**src/rtl/imem_loader_pkg.sv**
```systemverilog
// rtl/imem_loader_pkg.sv - shared states and frame constants for the instruction memory loader
package imem_loader_pkg;

    typedef enum logic [2:0] {
        ST_IDLE   = 3'd0,
        ST_LEN_HI = 3'd1,
        ST_LEN_LO = 3'd2,
        ST_DATA   = 3'd3,
        ST_CHECK  = 3'd4,
        ST_DONE   = 3'd5,
        ST_ERROR  = 3'd6
    } state_t;

    localparam int HDR_BYTES = 2;

    function automatic logic is_active(input state_t s);
        return (s == ST_LEN_HI) || (s == ST_LEN_LO) || (s == ST_DATA) || (s == ST_CHECK);
    endfunction

endpackage

```
**src/rtl/byte_timeout.sv**
```systemverilog
// rtl/byte_timeout.sv - inter-byte watchdog counter with clear input and limit-hit output
module byte_timeout #(
    parameter int LIMIT = 65535,
    parameter int CNT_W = $clog2(LIMIT + 1)
) (
    input  logic clk,
    input  logic rst,
    input  logic en,
    input  logic clr,
    output logic hit
);

    logic [CNT_W-1:0] count;

    // Saturates at LIMIT so hit stays asserted until the owner clears it.
    always_ff @(posedge clk) begin
        if (!rst || clr) begin
            count <= '0;
        end else if (en && !hit) begin
            count <= count + 1'b1;
        end
    end

    assign hit = (count == CNT_W'(LIMIT));

endmodule

```
**src/rtl/imem_loader.sv**
```systemverilog
// rtl/imem_loader.sv - byte-stream frame loader that fills instruction memory and releases the CPU
module imem_loader
    import imem_loader_pkg::*;
#(
    parameter int DEPTH   = 256,
    parameter int ADDR_W  = 8,
    parameter int TIMEOUT = 65535
) (
    input  logic              clk,
    input  logic              rst,
    input  logic              start,
    input  logic              byte_valid,
    input  logic [7:0]        byte_data,
    output logic              byte_ready,
    output logic              imem_we,
    output logic [ADDR_W-1:0] imem_addr,
    output logic [31:0]       imem_wdata,
    output logic              cpu_rst,
    output logic              busy,
    output logic              done,
    output logic              err
);

    state_t      state, state_next;
    logic        active;
    logic        xfer;
    logic        start_ok;
    logic        to_hit;
    logic        to_en;
    logic        to_clr;
    logic        len_bad;
    logic        last_word;
    logic [7:0]  len_hi;
    logic [15:0] len;
    logic [15:0] len_n;
    logic [15:0] word_cnt;
    logic [1:0]  byte_cnt;
    logic [7:0]  csum;
    logic [31:0] shift_reg;

    assign active    = is_active(state);
    assign xfer      = byte_valid && active;
    assign start_ok  = start && ((state == ST_IDLE) || (state == ST_DONE) || (state == ST_ERROR));
    assign len_n     = {len_hi, byte_data};
    assign len_bad   = (len_n == 16'd0) || ({16'd0, len_n} > 32'(DEPTH));
    assign last_word = ((word_cnt + 16'd1) == len);

    // The watchdog only runs while a frame is in flight; any transfer restarts it.
    assign to_en  = active && !xfer;
    assign to_clr = !active || xfer;

    byte_timeout #(
        .LIMIT (TIMEOUT)
    ) u_byte_timeout (
        .clk (clk),
        .rst (rst),
        .en  (to_en),
        .clr (to_clr),
        .hit (to_hit)
    );

    always_ff @(posedge clk) begin
        if (!rst) begin
            state <= ST_IDLE;
        end else begin
            state <= state_next;
        end
    end

    always_comb begin
        state_next = state;
        byte_ready = 1'b0;
        busy       = 1'b0;
        done       = 1'b0;
        err        = 1'b0;
        cpu_rst    = 1'b0;
        unique case (state)
            ST_IDLE, ST_DONE, ST_ERROR: begin
                if (start) begin
                    state_next = ST_LEN_HI;
                end
            end
            ST_LEN_HI: begin
                if (xfer) begin
                    state_next = ST_LEN_LO;
                end else if (to_hit) begin
                    state_next = ST_ERROR;
                end
            end
            ST_LEN_LO: begin
                if (xfer) begin
                    state_next = len_bad ? ST_ERROR : ST_DATA;
                end else if (to_hit) begin
                    state_next = ST_ERROR;
                end
            end
            ST_DATA: begin
                if (xfer) begin
                    if ((byte_cnt == 2'd3) && last_word) begin
                        state_next = ST_CHECK;
                    end
                end else if (to_hit) begin
                    state_next = ST_ERROR;
                end
            end
            ST_CHECK: begin
                if (xfer) begin
                    state_next = (byte_data == csum) ? ST_DONE : ST_ERROR;
                end else if (to_hit) begin
                    state_next = ST_ERROR;
                end
            end
            default: begin
                state_next = ST_IDLE;
            end
        endcase
        byte_ready = active;
        busy       = active;
        done       = (state == ST_DONE);
        err        = (state == ST_ERROR);
        cpu_rst    = (state == ST_DONE);
    end

    // Word assembly and write strobe; the strobe lands the cycle after the fourth byte.
    always_ff @(posedge clk) begin
        if (!rst) begin
            imem_we   <= 1'b0;
            imem_addr <= '0;
            shift_reg <= '0;
            len_hi    <= '0;
            len       <= '0;
            word_cnt  <= '0;
            byte_cnt  <= '0;
            csum      <= '0;
        end else begin
            imem_we <= 1'b0;
            if (start_ok) begin
                csum      <= '0;
                byte_cnt  <= '0;
                word_cnt  <= '0;
                imem_addr <= '0;
            end
            if (xfer) begin
                case (state)
                    ST_LEN_HI: len_hi <= byte_data;
                    ST_LEN_LO: len    <= len_n;
                    ST_DATA: begin
                        shift_reg <= {shift_reg[23:0], byte_data};
                        csum      <= csum ^ byte_data;
                        byte_cnt  <= byte_cnt + 2'd1;
                        if (byte_cnt == 2'd3) begin
                            imem_we   <= 1'b1;
                            imem_addr <= ADDR_W'(word_cnt);
                            word_cnt  <= word_cnt + 16'd1;
                        end
                    end
                    default: ;
                endcase
            end
        end
    end

    assign imem_wdata = shift_reg;

endmodule

```
**config.mk**
```make
export PLATFORM = sky130hd
export DESIGN_NAME = imem_loader
export DESIGN_NICKNAME = d
export VERILOG_FILES = /design/src/rtl/imem_loader_pkg.sv /design/src/rtl/byte_timeout.sv /design/src/rtl/imem_loader.sv
export SDC_FILE = /design/constraint.sdc
export NUM_CORES = 1
export LEC_CHECK = 0
export BUFFER_PORTS_ARGS = -buffer_cell sky130_fd_sc_hd__buf_2
export CELL_PAD_IN_SITES_DETAIL_PLACEMENT = 0
export CELL_PAD_IN_SITES_GLOBAL_PLACEMENT = 1
export CORE_MARGIN = 3
export CORE_UTILIZATION = 44
export CTS_CLUSTER_SIZE = 40
export DETAILED_ROUTE_END_ITERATION = 6
export HOLD_SLACK_MARGIN = 0.08
export PLACE_DENSITY_LB_ADDON = 0.1
export SYNTH_ARGS = -nofsm -noshare
export SYNTH_HDL_FRONTEND = slang
export SYNTH_HIERARCHICAL = 1
export SYNTH_SLANG_ARGS = --single-unit
```
**constraint.sdc**
```tcl
create_clock -name clk -period 2.8 [get_ports clk]
set_input_delay 0.42 -clock clk [delete_from_list [all_inputs] [get_ports clk]]
set_output_delay 0.42 -clock clk [all_outputs]
set_load 0.01 [all_outputs]
```
==> flow_summary.html <==
<table>
<tr><th>Metric</th><th>Value</th></tr>
<tr><th colspan="2">STA</th></tr>
<tr><td>Worst-case hold slack</td><td>0.3873 ns</td></tr>
<tr><td>Final total negative setup slack</td><td>0 ns</td></tr>
<tr><td>Worst clock skew</td><td>0.008978 ns</td></tr>
<tr><td>Final setup vio count</td><td>0</td></tr>
<tr><td>Final clock period utilization by the worst path</td><td>89.13%</td></tr>
<tr><td>Final number of max-transition violations</td><td>0</td></tr>
<tr><td>Shortest clock period the worst path allows after layout</td><td>2.496 ns</td></tr>
<tr><td>Slew at the pin closest to its max-slew limit</td><td>0.7850 ns</td></tr>
<tr><td>Final hold vios</td><td>0</td></tr>
<tr><td>Worst slew margin relative to its limit</td><td>47.42%</td></tr>
<tr><td>FMAX</td><td>400.7 MHz</td></tr>
<tr><td>RSZ-0062 raised after global routing</td><td>false</td></tr>
<tr><th colspan="2">Route</th></tr>
<tr><td>Final antenna-violating net count</td><td>0</td></tr>
<tr><td>Average wire length per cell after detail routing</td><td>15.33 µm</td></tr>
<tr><td>Remaining routing DRC violations</td><td>0</td></tr>
<tr><td>Post-detailed-routing wire length</td><td>13.57 mm</td></tr>
<tr><td>Vias per std cell</td><td>5.490</td></tr>
<tr><td>Vias after detailed routing</td><td>4859</td></tr>
<tr><td>Number of optimization iterations in the first detailed-route pass</td><td>5</td></tr>
<tr><td>Violation count after the first detailed-routing iteration</td><td>315</td></tr>
<tr><th colspan="2">Floorplan</th></tr>
<tr><td>Effective utilization at floorplan</td><td>45.43%</td></tr>
<tr><td>Die span in x</td><td>118.1 µm</td></tr>
<tr><td>Number of I/O pins</td><td>58</td></tr>
<tr><td>Vert. Die Dim</td><td>118.1 µm</td></tr>
<tr><td>Total Die Area</td><td>0.01394 mm²</td></tr>
<tr><td>Cell row count</td><td>40</td></tr>
<tr><td>Core ar.</td><td>0.01216 mm²</td></tr>
<tr><th colspan="2">Placed design</th></tr>
<tr><td>Instance area after placement</td><td>0.005893 mm²</td></tr>
<tr><td>Half-perimeter wire length after detailed placement</td><td>9.548 mm</td></tr>
<tr><td>Port-buffer cells</td><td>57</td></tr>
<tr><td>Final weighted congestion in routability-driven placement</td><td>0.8581</td></tr>
<tr><th colspan="2">Worst setup path</th></tr>
<tr><td>Highest fanout seen on the critical path</td><td>10</td></tr>
<tr><td>Critical Path Source Type</td><td>register</td></tr>
<tr><td>Cell family with most CP delay</td><td>compound AO/OA/AOI/OAI gates</td></tr>
<tr><td>Critical path arrival</td><td>2.75 ns</td></tr>
<tr><td>Path type of the worst setup path</td><td>register to register</td></tr>
<tr><td>Cells traversed along the worst timing path</td><td>ha_1, nand3_1, o31ai_1, o2111ai_1, nor4_1, o2111ai_1, a21o_1</td></tr>
<tr><td>Critical Path End Type</td><td>register</td></tr>
<tr><td>Slowest CP cell</td><td>sky130_fd_sc_hd__dfxtp_1</td></tr>
<tr><td>Maximum single-stage delay on the critical path</td><td>0.42 ns</td></tr>
<tr><td>Worst Path Buf+Inv</td><td>0</td></tr>
<tr><td>Data required time at the worst endpoint</td><td>3.05 ns</td></tr>
<tr><td>Cell with the most instances on the worst path</td><td>sky130_fd_sc_hd__o2111ai_1</td></tr>
<tr><th colspan="2">CTS</th></tr>
<tr><td>Bufs on Longest Clock Path</td><td>2</td></tr>
<tr><td>Number of levels the H-tree was split into</td><td>3</td></tr>
<tr><td>Clock slew at reported path FFs</td><td>0.07 ns</td></tr>
<tr><td># clock sinks</td><td>110</td></tr>
<tr><td>CTS tree</td><td>built</td></tr>
<tr><td>Post-CTS Repair Setup Buffers</td><td>0</td></tr>
<tr><td>Total of hold buffers inserted after clock tree synthesis</td><td>0</td></tr>
<tr><td>Number of clock buffers inserted by TritonCTS</td><td>9</td></tr>
<tr><td>Number of instances resized during post-cts repair</td><td>0</td></tr>
<tr><td>Clock insertion delay at the later pin of the skew report</td><td>0.35 ns</td></tr>
<tr><td>Root buffer selected by CTS</td><td>sky130_fd_sc_hd__clkbuf_16</td></tr>
<tr><th colspan="2">Power</th></tr>
<tr><td>Static Leak</td><td>0.002240 µW</td></tr>
<tr><td>Power per standard cell area</td><td>596.8 mW/mm²</td></tr>
<tr><td>Final total power</td><td>3692 µW</td></tr>
<tr><td>Maximum ir drop on the vdd rail</td><td>0.4151 mV</td></tr>
<tr><th colspan="2">Finish</th></tr>
<tr><td>Most frequent cells in the layout</td><td>sky130_fd_sc_hd__nand2_1 (128), sky130_fd_sc_hd__dfxtp_1 (110), sky130_fd_sc_hd__buf_2 (57)</td></tr>
<tr><td>Layout-stage area growth over the synthesis result</td><td>11.98%</td></tr>
<tr><td>Sequential cell area</td><td>0.002202 mm²</td></tr>
<tr><td>Fraction of layout instances using a drive strength above 1</td><td>14.23%</td></tr>
<tr><td>Final Cell Area</td><td>0.006187 mm²</td></tr>
<tr><td>Diodes inserted</td><td>0</td></tr>
<tr><td>Number of nets in the layout</td><td>728</td></tr>
<tr><td>Final cell utilization of the core</td><td>50.87%</td></tr>
<tr><td>FILL cells</td><td>1196</td></tr>
<tr><td>Area of combinational cells with multiple inputs</td><td>0.003042 mm²</td></tr>
<tr><td>Most common library cell in the layout ignoring fill and taps</td><td>sky130_fd_sc_hd__nand2_1</td></tr>
<tr><th colspan="2">GRT</th></tr>
<tr><td>First-pass GRT wire length</td><td>22.80 mm</td></tr>
<tr><td>Initial antenna violation count</td><td>0</td></tr>
<tr><td>Global route overflow</td><td>0</td></tr>
<tr><td>Maximum number of pins on one net before global-route repair</td><td>55</td></tr>
<tr><td>Vias in the first global route</td><td>4528</td></tr>
<tr><td>Tot GR Track Use</td><td>19.71%</td></tr>
<tr><th colspan="2">Min path</th></tr>
<tr><td>Worst hold-check path type</td><td>input port to register</td></tr>
<tr><th colspan="2">Yosys</th></tr>
<tr><td>Post-synthesis cell type with the largest combined area</td><td>sky130_fd_sc_hd__dfxtp_1</td></tr>
<tr><td>Number of flops mapped to enable cells by yosys</td><td>0</td></tr>
<tr><td>Post-synthesis sequential area ratio</td><td>39.86%</td></tr>
<tr><td>Combinational family with the most area after synthesis</td><td>simple AND/OR/NAND/NOR gates</td></tr>
<tr><td>Number of storage elements in the synthesis netlist</td><td>110</td></tr>
<tr><td>XOR/XNOR share of the synthesized area</td><td>3.963%</td></tr>
<tr><td>Portion of synthesized cell area occupied by the leading cell type</td><td>39.86%</td></tr>
<tr><td>Synth Cell Area</td><td>0.005525 mm²</td></tr>
<tr><td>Gate count after technology mapping</td><td>679</td></tr>
<tr><td>Yosys warning total</td><td>6</td></tr>
<tr><td>Mean Syn Cell Area</td><td>8.137 µm²</td></tr>
<tr><td>Compound-Gate Fraction of Synth Area</td><td>22.21%</td></tr>
<tr><td>Synth async-reset ratio</td><td>0%</td></tr>
<tr><td>Number of nets produced by synthesis</td><td>694</td></tr>
<tr><td>Adder and majority cell fraction of the synthesized area</td><td>0.6793%</td></tr>
<tr><td>Simple-gate portion of the synthesized area</td><td>26.38%</td></tr>
<tr><td>Cell types with the largest area share after synthesis</td><td>sky130_fd_sc_hd__dfxtp_1 (40%), sky130_fd_sc_hd__nand2_1 (8.7%), sky130_fd_sc_hd__a21boi_0 (7.1%)</td></tr>
<tr><td>Main synth FF type</td><td>sky130_fd_sc_hd__dfxtp_1</td></tr>
<tr><td>Yosys cell types</td><td>65</td></tr>
<tr><td>Multiplexer fraction of the synthesized cell area</td><td>1.812%</td></tr>
<tr><th colspan="2">Outcome</th></tr>
<tr><td>Result of the run</td><td>finished clean</td></tr>
<tr><th colspan="2">Run</th></tr>
<tr><td># Max-Cap Violations</td><td>0</td></tr>
</table>
==> per-layer routing <==
layer | global-route usage [%] | part of all wire, %
met4 | 5.934 | 1.4
met3 | 4.805 | 4.3
met2 | 31.80 | 47
met1 | 26.10 | 47
met5 | 0 | 0
==> worst min-delay path, delay by kind of cell <==
kind | cells | cell delay (ns)
and+or+nand+nor | 1 | 0.07
buffers and inverters | 1 | 0.15
AOI/OAI and AO/OA | 1 | 0.05
==> report_power, final <==
group          switching, µW  leakage [µW]  internal [µW]
Sequential              90.7      0.000887           1620
Combinational            421       0.00121            266
Clock                    595      0.000142            696
Total                   1110       0.00224           2590
==> path summary, 6_finish.rpt <==
kind         slack, ns  cells past startpoint             end      startpoint
max               0.30                      7        state[0]     word_cnt[1]
min               0.39                      3          len[7]    byte_data[7]
max reg2reg       0.30                      7        state[0]     word_cnt[1]
min reg2reg       0.47                      2  imem_wdata[26]  imem_wdata[26]
==> Yosys cell counts, types with 11 or more instances <==
cell,count
sky130_fd_sc_hd__inv_1,16
sky130_fd_sc_hd__nand3_1,20
sky130_fd_sc_hd__and2_1,11
sky130_fd_sc_hd__a21oi_1,18
sky130_fd_sc_hd__nor2_1,36
sky130_fd_sc_hd__nor3_1,12
sky130_fd_sc_hd__a21boi_0,52
sky130_fd_sc_hd__nand2_1,128
sky130_fd_sc_hd__clkbuf_1,22
sky130_fd_sc_hd__nor2b_1,21
sky130_fd_sc_hd__a31oi_1,12
sky130_fd_sc_hd__dfxtp_1,110
sky130_fd_sc_hd__o21ai_0,47
sky130_fd_sc_hd__buf_2,16
sky130_fd_sc_hd__xnor2_1,21
==> logic make-up after synthesis <==
logic type      after synthesis
buf+inv                      63
simple gates                291
flops                       110
fa+ha+maj                     3
compound gates              177
mux                          10
xor+xnor                     25
==> flip-flops by register name (all words and copies together), names as in the netlist, 3 cells and up <==
register and flops:
u_byte_timeout/count 16, state 3, word_cnt 16, csum 8, len 16, imem_wdata 32
len_hi 8, imem_addr 8
==> stage by stage <==
stage / setup WS, ns / cells
5_1_grt: 0.07496 / 885
6_report: 0.3044 / 885
3_3_place_gp: 0.4979 / 870
3_5_place_dp: 0.3461 / 870
4_1_cts: 0.3344 / 885
2_1_floorplan: 0.6880 / 679
==> final cells by class <==
type                            instances  area share [%]
Multi-Input combinational cell        506           49.16
Sequential cell                       110           35.59
Timing Repair Buffer                   69           6.067
Clock buffer                            9           3.640
Inverter                               17           1.031
Clock inverter                          6           1.112
Tap cell                              168           3.397
No activity file was read; power rests on OpenSTA's default activity.
